File: src/rtl/uart_rx.sv
// 8N1 UART receiver with a double-flop input synchronizer, mid-bit sampling and
// sticky frame-error / overrun status. Reception runs only while rx_en is high.
module uart_rx #(
  parameter int unsigned CLKS_PER_BIT = 868
) (
  input  logic       clock,
  input  logic       rst_n,
  input  logic       rx,
  input  logic       rx_en,
  input  logic       clear_flag,
  output logic [7:0] rx_data,
  output logic       receive_flag,
  output logic       frame_err,
  output logic       overrun
);

  localparam int CW = $clog2(CLKS_PER_BIT);
  localparam logic [CW-1:0] BIT_LAST  = CW'(CLKS_PER_BIT - 1);
  localparam logic [CW-1:0] HALF_LAST = CW'(CLKS_PER_BIT / 2 - 1);

  typedef enum logic [1:0] {IDLE, START, DATA, STOP} state_t;

  state_t        state, state_next;
  logic [CW-1:0] baud_cnt, cnt_next;
  logic [2:0]    bit_cnt, bit_next;
  logic [7:0]    shift, shift_next;
  logic          rx_meta, rx_sync, rx_prev;
  logic [1:0]    sync_ok;
  logic          armed;
  logic          accept, lose, ferr;

  // sync_ok marks when rx_sync holds a real line value rather than its reset
  // value, so a line held low across reset release is never taken as a start.
  always_ff @(posedge clock or negedge rst_n) begin
    if (!rst_n) begin
      rx_meta <= 1'b1;
      rx_sync <= 1'b1;
      rx_prev <= 1'b1;
      sync_ok <= 2'b00;
    end else begin
      rx_meta <= rx;
      rx_sync <= rx_meta;
      rx_prev <= rx_sync;
      sync_ok <= {sync_ok[0], 1'b1};
    end
  end

  always_ff @(posedge clock or negedge rst_n) begin
    if (!rst_n) begin
      state    <= IDLE;
      baud_cnt <= '0;
      bit_cnt  <= '0;
      shift    <= '0;
      armed    <= 1'b0;
    end else begin
      state    <= state_next;
      baud_cnt <= cnt_next;
      bit_cnt  <= bit_next;
      shift    <= shift_next;
      if (ferr)
        armed <= 1'b0;
      else if (state == IDLE && sync_ok[1] && rx_sync)
        armed <= 1'b1;
    end
  end

  always_comb begin
    state_next = state;
    cnt_next   = baud_cnt + 1'b1;
    bit_next   = bit_cnt;
    shift_next = shift;
    accept     = 1'b0;
    lose       = 1'b0;
    ferr       = 1'b0;
    case (state)
      IDLE: begin
        cnt_next = '0;
        if (rx_en && armed && rx_prev && !rx_sync) begin
          state_next = START;
          bit_next   = '0;
        end
      end
      START: begin
        if (baud_cnt == HALF_LAST) begin
          cnt_next   = '0;
          state_next = rx_sync ? IDLE : DATA;
        end
      end
      DATA: begin
        if (baud_cnt == BIT_LAST) begin
          cnt_next   = '0;
          shift_next = {rx_sync, shift[7:1]};
          bit_next   = bit_cnt + 3'd1;
          if (bit_cnt == 3'd7)
            state_next = STOP;
        end
      end
      STOP: begin
        if (baud_cnt == BIT_LAST) begin
          cnt_next   = '0;
          state_next = IDLE;
          if (!rx_sync)
            ferr = 1'b1;
          else if (!receive_flag || clear_flag)
            accept = 1'b1;
          else
            lose = 1'b1;
        end
      end
      default: begin
        state_next = IDLE;
        cnt_next   = '0;
      end
    endcase
    // Dropping rx_en abandons the frame without touching data or status.
    if (state != IDLE && !rx_en) begin
      state_next = IDLE;
      cnt_next   = '0;
      accept     = 1'b0;
      lose       = 1'b0;
      ferr       = 1'b0;
    end
  end

  always_ff @(posedge clock or negedge rst_n) begin
    if (!rst_n) begin
      rx_data      <= 8'h00;
      receive_flag <= 1'b0;
      frame_err    <= 1'b0;
      overrun      <= 1'b0;
    end else begin
      if (accept)
        rx_data <= shift;
      if (accept)
        receive_flag <= 1'b1;
      else if (clear_flag)
        receive_flag <= 1'b0;
      if (ferr)
        frame_err <= 1'b1;
      else if (clear_flag)
        frame_err <= 1'b0;
      if (lose)
        overrun <= 1'b1;
      else if (clear_flag)
        overrun <= 1'b0;
    end
  end

endmodule

File: config.mk
export PLATFORM = sky130hd
export DESIGN_NAME = uart_rx
export DESIGN_NICKNAME = d
export VERILOG_FILES = /design/src/rtl/uart_rx.sv
export SDC_FILE = /design/constraint.sdc
export NUM_CORES = 1
export LEC_CHECK = 0
export ABC_AREA = 1
export ABC_CLOCK_PERIOD_IN_PS = 1790
export CAP_MARGIN = 5
export CORE_ASPECT_RATIO = 1.2
export CORE_MARGIN = 5
export CORE_UTILIZATION = 56
export CTS_CLUSTER_SIZE = 30
export DETAILED_ROUTE_END_ITERATION = 8
export GPL_ROUTABILITY_DRIVEN = 0
export PLACE_DENSITY_LB_ADDON = 0.1
export SYNTH_ARGS = -nofsm -noshare
export SYNTH_HDL_FRONTEND = slang
export SYNTH_SLANG_ARGS = --single-unit
File: constraint.sdc
create_clock -name clock -period 1.79 [get_ports clock]
set_input_delay 0.537 -clock clock [delete_from_list [all_inputs] [get_ports clock]]
set_output_delay 0.537 -clock clock [all_outputs]
set_load 0.01 [all_outputs]
==> results.txt, run 1 <==
Run status: completed
R2r startpoint: baud_cnt[0]$_DFF_PN0_
Total core area: 3080 µm²
Pint: 0.00133 W
Mapped Cells: 199
Initial standard-cell utilization of the core: 58.3%
Post-synthesis register bit count: 40
Area share of the largest cell type after synthesis: 51.5%
Die span in x: 61.7 µm
Final worst path period share: 89.1%
Global-route wire length before repair: 5820 µm
Worst-case register-to-register setup slack: 200 ps
Library cell appearing most often on the critical path: sky130_fd_sc_hd__buf_4
Biggest fanout along the worst timing path: 6
DP Wirelength: 2460 µm
# H-tree levels: 2
Reported max-cap violation count: 0
Setup crit start kind: flip-flop
Routed Wire Length: 3220 µm
Total number of yosys warnings: 0
Number of top-level pins: 16
Footprint of the multi-input gates: 679 µm²
Number of cell rows: 22
Clock-pin transition on the worst setup and hold timing paths: 120 ps
Vertical die dimension: 72.1 µm
Number of buffers and inverters on the critical path: 3
Post-synthesis cell area: 1800 µm²
Total via count in the routed design: 1,337
Post-synth EDFFs: 0
Count of nets after finishing: 237
Maximum frequency from static timing analysis: 0.627 GHz
Overall fraction of global-route tracks in use: 17.8%
Worst setup path category: reg2reg
Power per cell area: 925 nW/µm²
Syn_area_per_cell: 9.04 µm²
Worst endpoint data arrival time: 1890 ps
Via count of the first global-routing pass: 1,321
Sequential cell area in the final layout: 1000 µm²
Critical path, cell by cell: ha_2 > nand3_1 > nor2_2 > nand2_2 > clkinv_4 > nand4_4 > buf_4 > buf_4 > o22ai_1
Register share of total power: 53.0%
Filler instances: 253
Final total power: 0.00194 W
Largest area contributor in the synthesized netlist: sky130_fd_sc_hd__dfrtp_1
Clock tree sinks: 40
Layout cells sized above 1: 15.3%
Worst Skew: 15.6 ps
Reported net switching power: 0.000616 W
Dominant cells by area after synthesis: sky130_fd_sc_hd__dfrtp_1, sky130_fd_sc_hd__nand2_1, sky130_fd_sc_hd__nor2_1
Remaining global-route overflow: 0
Number of diodes: 0
LEAKAGE: 1.09 nW
Worst hold slack: 103 ps
Total nets after synthesis: 208
Count of unique library cells instantiated by Yosys: 27
Tightest Hold Check Type: in2async
TritonCTS clock tree: yes
RSZ-0062 raised after global routing: false
Number of nets with antenna violations after routing: 0
Total count of max-transition violations in the final report: 0
Proportion of register bits with asynchronous set or reset after synthesis: 100%
DRC viols: 0
Pin count of the biggest net entering global routing: 23
Part of the Yosys area used for sequential elements: 55.9%
Type of element capturing the critical path: flip-flop
Setup crit start: baud_cnt[0]$_DFF_PN0_
Clock latency on the worst-skew pair: 360 ps
CTS Buf Count: 5
Mean routed wirelength per cell: 12.2 µm
Total negative slack: 0 ps
Initial antenna violation count: 0
Required time at the endpoint of the critical path: 2080 ps
Vias/cell: 5.05
Main synth FF type: sky130_fd_sc_hd__dfrtp_1
Fin crit period: 1590 ps
Port Buffers: 15
CTS Buffer Depth: 2
Worst path max stage delay: 410 ps
Number of detailed-route iterations in the first pass: 4
Final Hold Fails: 0
Detailed Route Iter0 Violations: 39
Cell at the root of the clock tree: sky130_fd_sc_hd__clkbuf_4
Cell class contributing the biggest share of worst-path delay: simple AND/OR/NAND/NOR gates
Area growth, synth to finish: 16.7%
Final-report setup violation count: 0
Switching Fraction: 31.7%
Part of the total power dissipated in the clock network: 24.4%
Worst IR Drop VDD: 0.000803 V
CP max stage cell: sky130_fd_sc_hd__dfrtp_1
Share of power burned in combinational logic: 22.6%
Total die area: 4450 µm²
## cells in the final DEF (no fill, tap or decap), types with 2 or more instances in the layout
master                            instances
sky130_fd_sc_hd__nor2_2                   2
sky130_fd_sc_hd__buf_4                    8
sky130_fd_sc_hd__clkbuf_1                 2
sky130_fd_sc_hd__o21ai_1                 13
sky130_fd_sc_hd__clkbuf_4                 5
sky130_fd_sc_hd__nand2_2                  2
sky130_fd_sc_hd__dfstp_2                  3
sky130_fd_sc_hd__ha_1                     3
sky130_fd_sc_hd__nor2_1                  26
sky130_fd_sc_hd__inv_1                   22
sky130_fd_sc_hd__dfrtp_1                 37
sky130_fd_sc_hd__o21ai_0                  2
sky130_fd_sc_hd__clkdlybuf4s50_1          3
sky130_fd_sc_hd__nand2_1                 48
sky130_fd_sc_hd__xor2_1                   5
sky130_fd_sc_hd__dlygate4sd2_1           11
sky130_fd_sc_hd__nand4_1                  4
sky130_fd_sc_hd__a21oi_2                  3
sky130_fd_sc_hd__inv_2                    2
sky130_fd_sc_hd__nand3_1                 12
## worst register-to-register path, stage by stage, from the launching register on
cell and delay [ps]:
sky130_fd_sc_hd__dfrtp_1 410, sky130_fd_sc_hd__ha_2 240, sky130_fd_sc_hd__nand3_1 100, sky130_fd_sc_hd__nor2_2 120, sky130_fd_sc_hd__nand2_2 90, sky130_fd_sc_hd__clkinv_4 90, sky130_fd_sc_hd__nand4_4 100, sky130_fd_sc_hd__buf_4 180
sky130_fd_sc_hd__buf_4 130, sky130_fd_sc_hd__o22ai_1 90
## per-stage QoR
| stage | area [µm²] | worst slack [ps] | cells | util (%) |
|---|---|---|---|---|
| after global routing | 2100 | 37.0 | 265 | 68.1 |
| after global placement | 2020 | -46.5 | 254 | 65.6 |
| after detailed placement | 2020 | -90.9 | 254 | 65.6 |
| final | 2100 | 195 | 265 | 68.1 |
| after CTS | 2070 | 60.0 | 262 | 67.1 |
| after floorplan | 1800 | 364 | 199 | - |
## flip-flops by register name (all words and copies together), names as in the netlist
register / flops
baud_cnt: 10
rx_data: 8
shift: 8
bit_cnt: 3
state: 2
sync_ok: 2
armed: 1
frame_err: 1
overrun: 1
receive_flag: 1
rx_meta: 1
rx_prev: 1
rx_sync: 1
## synth_stat cells, types with 2 or more instances
cell type	number
sky130_fd_sc_hd__dfstp_2	3
sky130_fd_sc_hd__nand2_1	48
sky130_fd_sc_hd__nand2_2	3
sky130_fd_sc_hd__o21ai_1	13
sky130_fd_sc_hd__nand4_1	4
sky130_fd_sc_hd__xor2_1	5
sky130_fd_sc_hd__ha_1	4
sky130_fd_sc_hd__nor2_2	2
sky130_fd_sc_hd__inv_1	22
sky130_fd_sc_hd__buf_6	2
sky130_fd_sc_hd__inv_2	2
sky130_fd_sc_hd__nand3_1	12
sky130_fd_sc_hd__dfrtp_1	37
sky130_fd_sc_hd__nor2_1	26
sky130_fd_sc_hd__o21ai_0	2
sky130_fd_sc_hd__a21oi_2	3
## repair_timing
item,in CTS,in global routing
hold buffers,0,0
gates resized for setup,11,2
setup buffers,0,3
pin swaps,0,1
gates cloned,0,0
setup endpoints to repair,11,7
## metal layers
layer	global-route usage (%)	routed length, µm	vias to the layer above
li1	-	-	679
met1	21.6	1360	629
met2	28.1	1650	20
met3	4.98	127	9
met4	9.20	87	0
met5	0	0	-
## worst paths after layout
check	depth (start not counted)	end
worst min-delay path	1	baud_cnt[3]$_DFF_PN0_
worst min register to register	0	sync_ok[1]$_DFF_PN0_
worst max-delay path	9	overrun$_DFFE_PN0P_
max in group asynchronous	2	shift[3]$_DFFE_PN0P_
worst max register to register	9	overrun$_DFFE_PN0P_
min in group clock	0	sync_ok[1]$_DFF_PN0_
## final cells by class
cell class / instances / share of cell area, %
flip-flops and latches: 40 / 47.9
multi-input cells: 132 / 32.4
repair buffers: 24 / 10.1
inverters: 25 / 4.71
clock buffers: 8 / 2.80
well taps: 36 / 2.15
## logic make-up after synthesis
family | after synthesis | share of synthesized area, %
and+or+nand+nor | 100 | 24.7
DFF | 40 | 55.9
buffers and inverters | 27 | 6.75
AOI/OAI and AO/OA | 21 | 6.75
xor gates and xnor gates | 6 | 2.92
adders and majority gates | 4 | 2.78
other | 1 | 0.209
## power by group through the flow
| stage | logic, W | clock network, W | registers (W) |
|---|---|---|---|
| floorplan | 0.000304 | 0 | 0.00103 |
| global placement | 0.000411 | 0 | 0.00104 |
| detailed placement | 0.000429 | 0 | 0.00105 |
| CTS | 0.000429 | 0.000494 | 0.00103 |
| global route | 0.000512 | 0.000533 | 0.00104 |
| finish | 0.000439 | 0.000474 | 0.00103 |
Note: power is estimated with default switching activity, not from simulation.
==> run 2, diff against run 1 <==
--- a/config.mk
+++ b/config.mk
@@ -10,7 +10,7 @@
 export CAP_MARGIN = 5
 export CORE_ASPECT_RATIO = 1.2
 export CORE_MARGIN = 5
-export CORE_UTILIZATION = 56
+export CORE_UTILIZATION = 40
 export CTS_CLUSTER_SIZE = 30
 export DETAILED_ROUTE_END_ITERATION = 8
 export GPL_ROUTABILITY_DRIVEN = 0
==> run 2 against run 1 <==
  * Worst hold slack better by 100 ps
  * Combinational power up 3%
  * Worst setup slack worse by 140 ps
  * Global-route usage down 5.2 points
  * First-iteration DRC count up 95%
  * Largest power group unchanged
==> results.txt, run 2 (synthesis gave the netlist of run 1 again) <==
Total via count in the routed design: 1,339
# H-tree levels: 2
Layout Cells excl Fill: 283
Fin crit period: 1730 ps
Total die area: 5940 µm²
Remaining global-route overflow: 0
Pin count of the biggest net entering global routing: 41
Overall fraction of global-route tracks in use: 12.6%
Total core area: 4290 µm²
Final-report setup violation count: 0
DP Wirelength: 2590 µm
Setup crit start: overrun$_DFFE_PN0P_
Detailed Route Iter0 Violations: 76
Initial antenna violation count: 0
Number of diodes: 0
Setup crit start kind: flip-flop
Worst setup path category: reg2out
Number of nets with antenna violations after routing: 0
Type of element capturing the critical path: output port
Final total power: 0.00221 W
Mean routed wirelength per cell: 12.8 µm
Flip-flop count of the largest register, all copies and words added: 10
Number of top-level pins: 16
Cell class contributing the biggest share of worst-path delay: buffers and inverters
Initial standard-cell utilization of the core: 41.9%
LEAKAGE: 1.05 nW
Global-route wire length before repair: 6070 µm
Worst endpoint data arrival time: 1200 ps
Required time at the endpoint of the critical path: 1250 ps
Biggest fanout along the worst timing path: 2
Most common library cell in the layout ignoring fill and taps: sky130_fd_sc_hd__nand2_1
Most frequent cells in the layout: sky130_fd_sc_hd__nand2_1, sky130_fd_sc_hd__dfrtp_1, sky130_fd_sc_hd__nor2_1
Total count of max-transition violations in the final report: 0
CTS Buf Count: 5
Clock tree sinks: 40
TritonCTS clock tree: yes
Layout cells sized above 1: 15.0%
Final worst path period share: 96.9%
CP Capture Point: overrun
Maximum frequency from static timing analysis: 0.576 GHz
Count of nets after finishing: 235
Reported max-cap violation count: 0
Worst-case register-to-register setup slack: 170 ps
Number of cell rows: 26
FF-to-FF path depth: 9
Critical path, cell by cell: clkdlybuf4s50_1
R2r startpoint: baud_cnt[0]$_DFF_PN0_
Clock latency on the worst-skew pair: 290 ps
Critical register-to-register path endpoint: rx_data[5]$_DFFE_PN0P_
DRC viols: 0
Filler instances: 409
Number of buffers and inverters on the critical path: 1
Number of detailed-route iterations in the first pass: 4
Worst Skew: 4.46 ps
Final Hold Fails: 0
Vias/cell: 4.73
Worst path max stage delay: 540 ps
Number of placed instances, taps included: 274
Worst IR Drop VDD: 0.000613 V
Port Buffers: 15
Die span in x: 71.2 µm
Routed Wire Length: 3630 µm
Cell at the root of the clock tree: sky130_fd_sc_hd__clkbuf_8
CP max stage cell: sky130_fd_sc_hd__clkdlybuf4s50_1
Vertical die dimension: 83.4 µm
Run status: completed
Area growth, synth to finish: 21.1%
Tightest Hold Check Type: in2async
RSZ-0062 raised after global routing: false
Registers with the most flip-flops: baud_cnt x10, rx_data x8, shift x8
Power per cell area: 1020 nW/µm²
CTS Buffer Depth: 2
Crit. path cell count: 1
Clock-pin transition on the worst setup and hold timing paths: 80 ps
Via count of the first global-routing pass: 1,413
Most flops, register: baud_cnt
-- run 2: cell types whose count changed in the layout (fill, tap and decap cells not counted), sizes merged --
cell / delta
bufinv: +1
clkdlybuf4s50: +11
nand4: +1
clkinv: +1
buf: -3
clkbuf: -3
clkinvlp: +1
dlygate4sd2: -11
-- run 2: per-layer routing --
metal	share of wire [%]	vias up	GRT usage (%)
met4	1.6	0	4.62
met5	0	-	0
li1	-	676	-
met1	40	634	14.4
met2	54	23	22.0
met3	4.4	6	3.38
-- run 2: power breakdown --
| part | total (W) | internal [W] | switching [W] |
|---|---|---|---|
| combinational | 0.000450 | 0.000150 | 0.000300 |
| clock | 0.000734 | 0.000412 | 0.000322 |
| sequential | 0.00103 | 0.000969 | 0.0000590 |
| total | 0.00221 | 0.00153 | 0.000681 |
-- run 2: worst reg2reg max path: stages (launching register included) --
cell and delay [ps]:
sky130_fd_sc_hd__dfrtp_1 400, sky130_fd_sc_hd__ha_1 230, sky130_fd_sc_hd__nand3_1 100, sky130_fd_sc_hd__nor2_2 130, sky130_fd_sc_hd__nand2_2 90, sky130_fd_sc_hd__clkinv_4 110
sky130_fd_sc_hd__nand4_4 140, sky130_fd_sc_hd__nor2_4 220, sky130_fd_sc_hd__nand2_1 90, sky130_fd_sc_hd__nand2_1 70
-- run 2: how the worst min path moves through the flow --
stage                     depth (start not counted)  slack (ps)                        to
after floorplan                                   0         240         armed$_DFFE_PN0P_
after detailed placement                          0         340      sync_ok[1]$_DFF_PN0_
after CTS                                         2         200  receive_flag$_DFFE_PN0P_
after global routing                              2         220    rx_data[1]$_DFFE_PN0P_
final                                             2         200    bit_cnt[0]$_DFFE_PN0P_
after global placement                            0         340      sync_ok[1]$_DFF_PN0_
-- run 2: final cells by class --
type                            instances  area (µm²)  area share [%]
Sequential cell                        40        1000            46.1
Multi-Input combinational cell        133         689            31.7
Tap cell                               56        70.1            3.22
Clock inverter                          3        42.5            1.95
Clock buffer                            5        68.8            3.16
Timing Repair Buffer                   21         203            9.31
Inverter                               25        98.8            4.54
-- run 2: repair_timing --
action                                  in CTS  in global routing
endpoints found under the setup margin       0                  5
gates resized for setup                      0                  1
hold buffers                                 0                  0
buffers inserted                             0                  0
-- run 2: per-stage QoR --
| step | setup TNS [ps] | utilization, % | setup slack [ps] | area [µm²] | hold slack [ps] |
|---|---|---|---|---|---|
| 3_3_place_gp | -461 | 47.7 | -46.2 | 2050 | 335 |
| 2_1_floorplan | 0 | - | 364 | 1800 | 241 |
| 6_report | 0 | 50.7 | 55.3 | 2180 | 203 |
| 4_1_cts | 0 | 50.3 | 29.2 | 2160 | 205 |
| 3_5_place_dp | -920 | 47.7 | -85.5 | 2050 | 338 |
| 5_1_grt | 0 | 50.7 | 6.21 | 2180 | 220 |
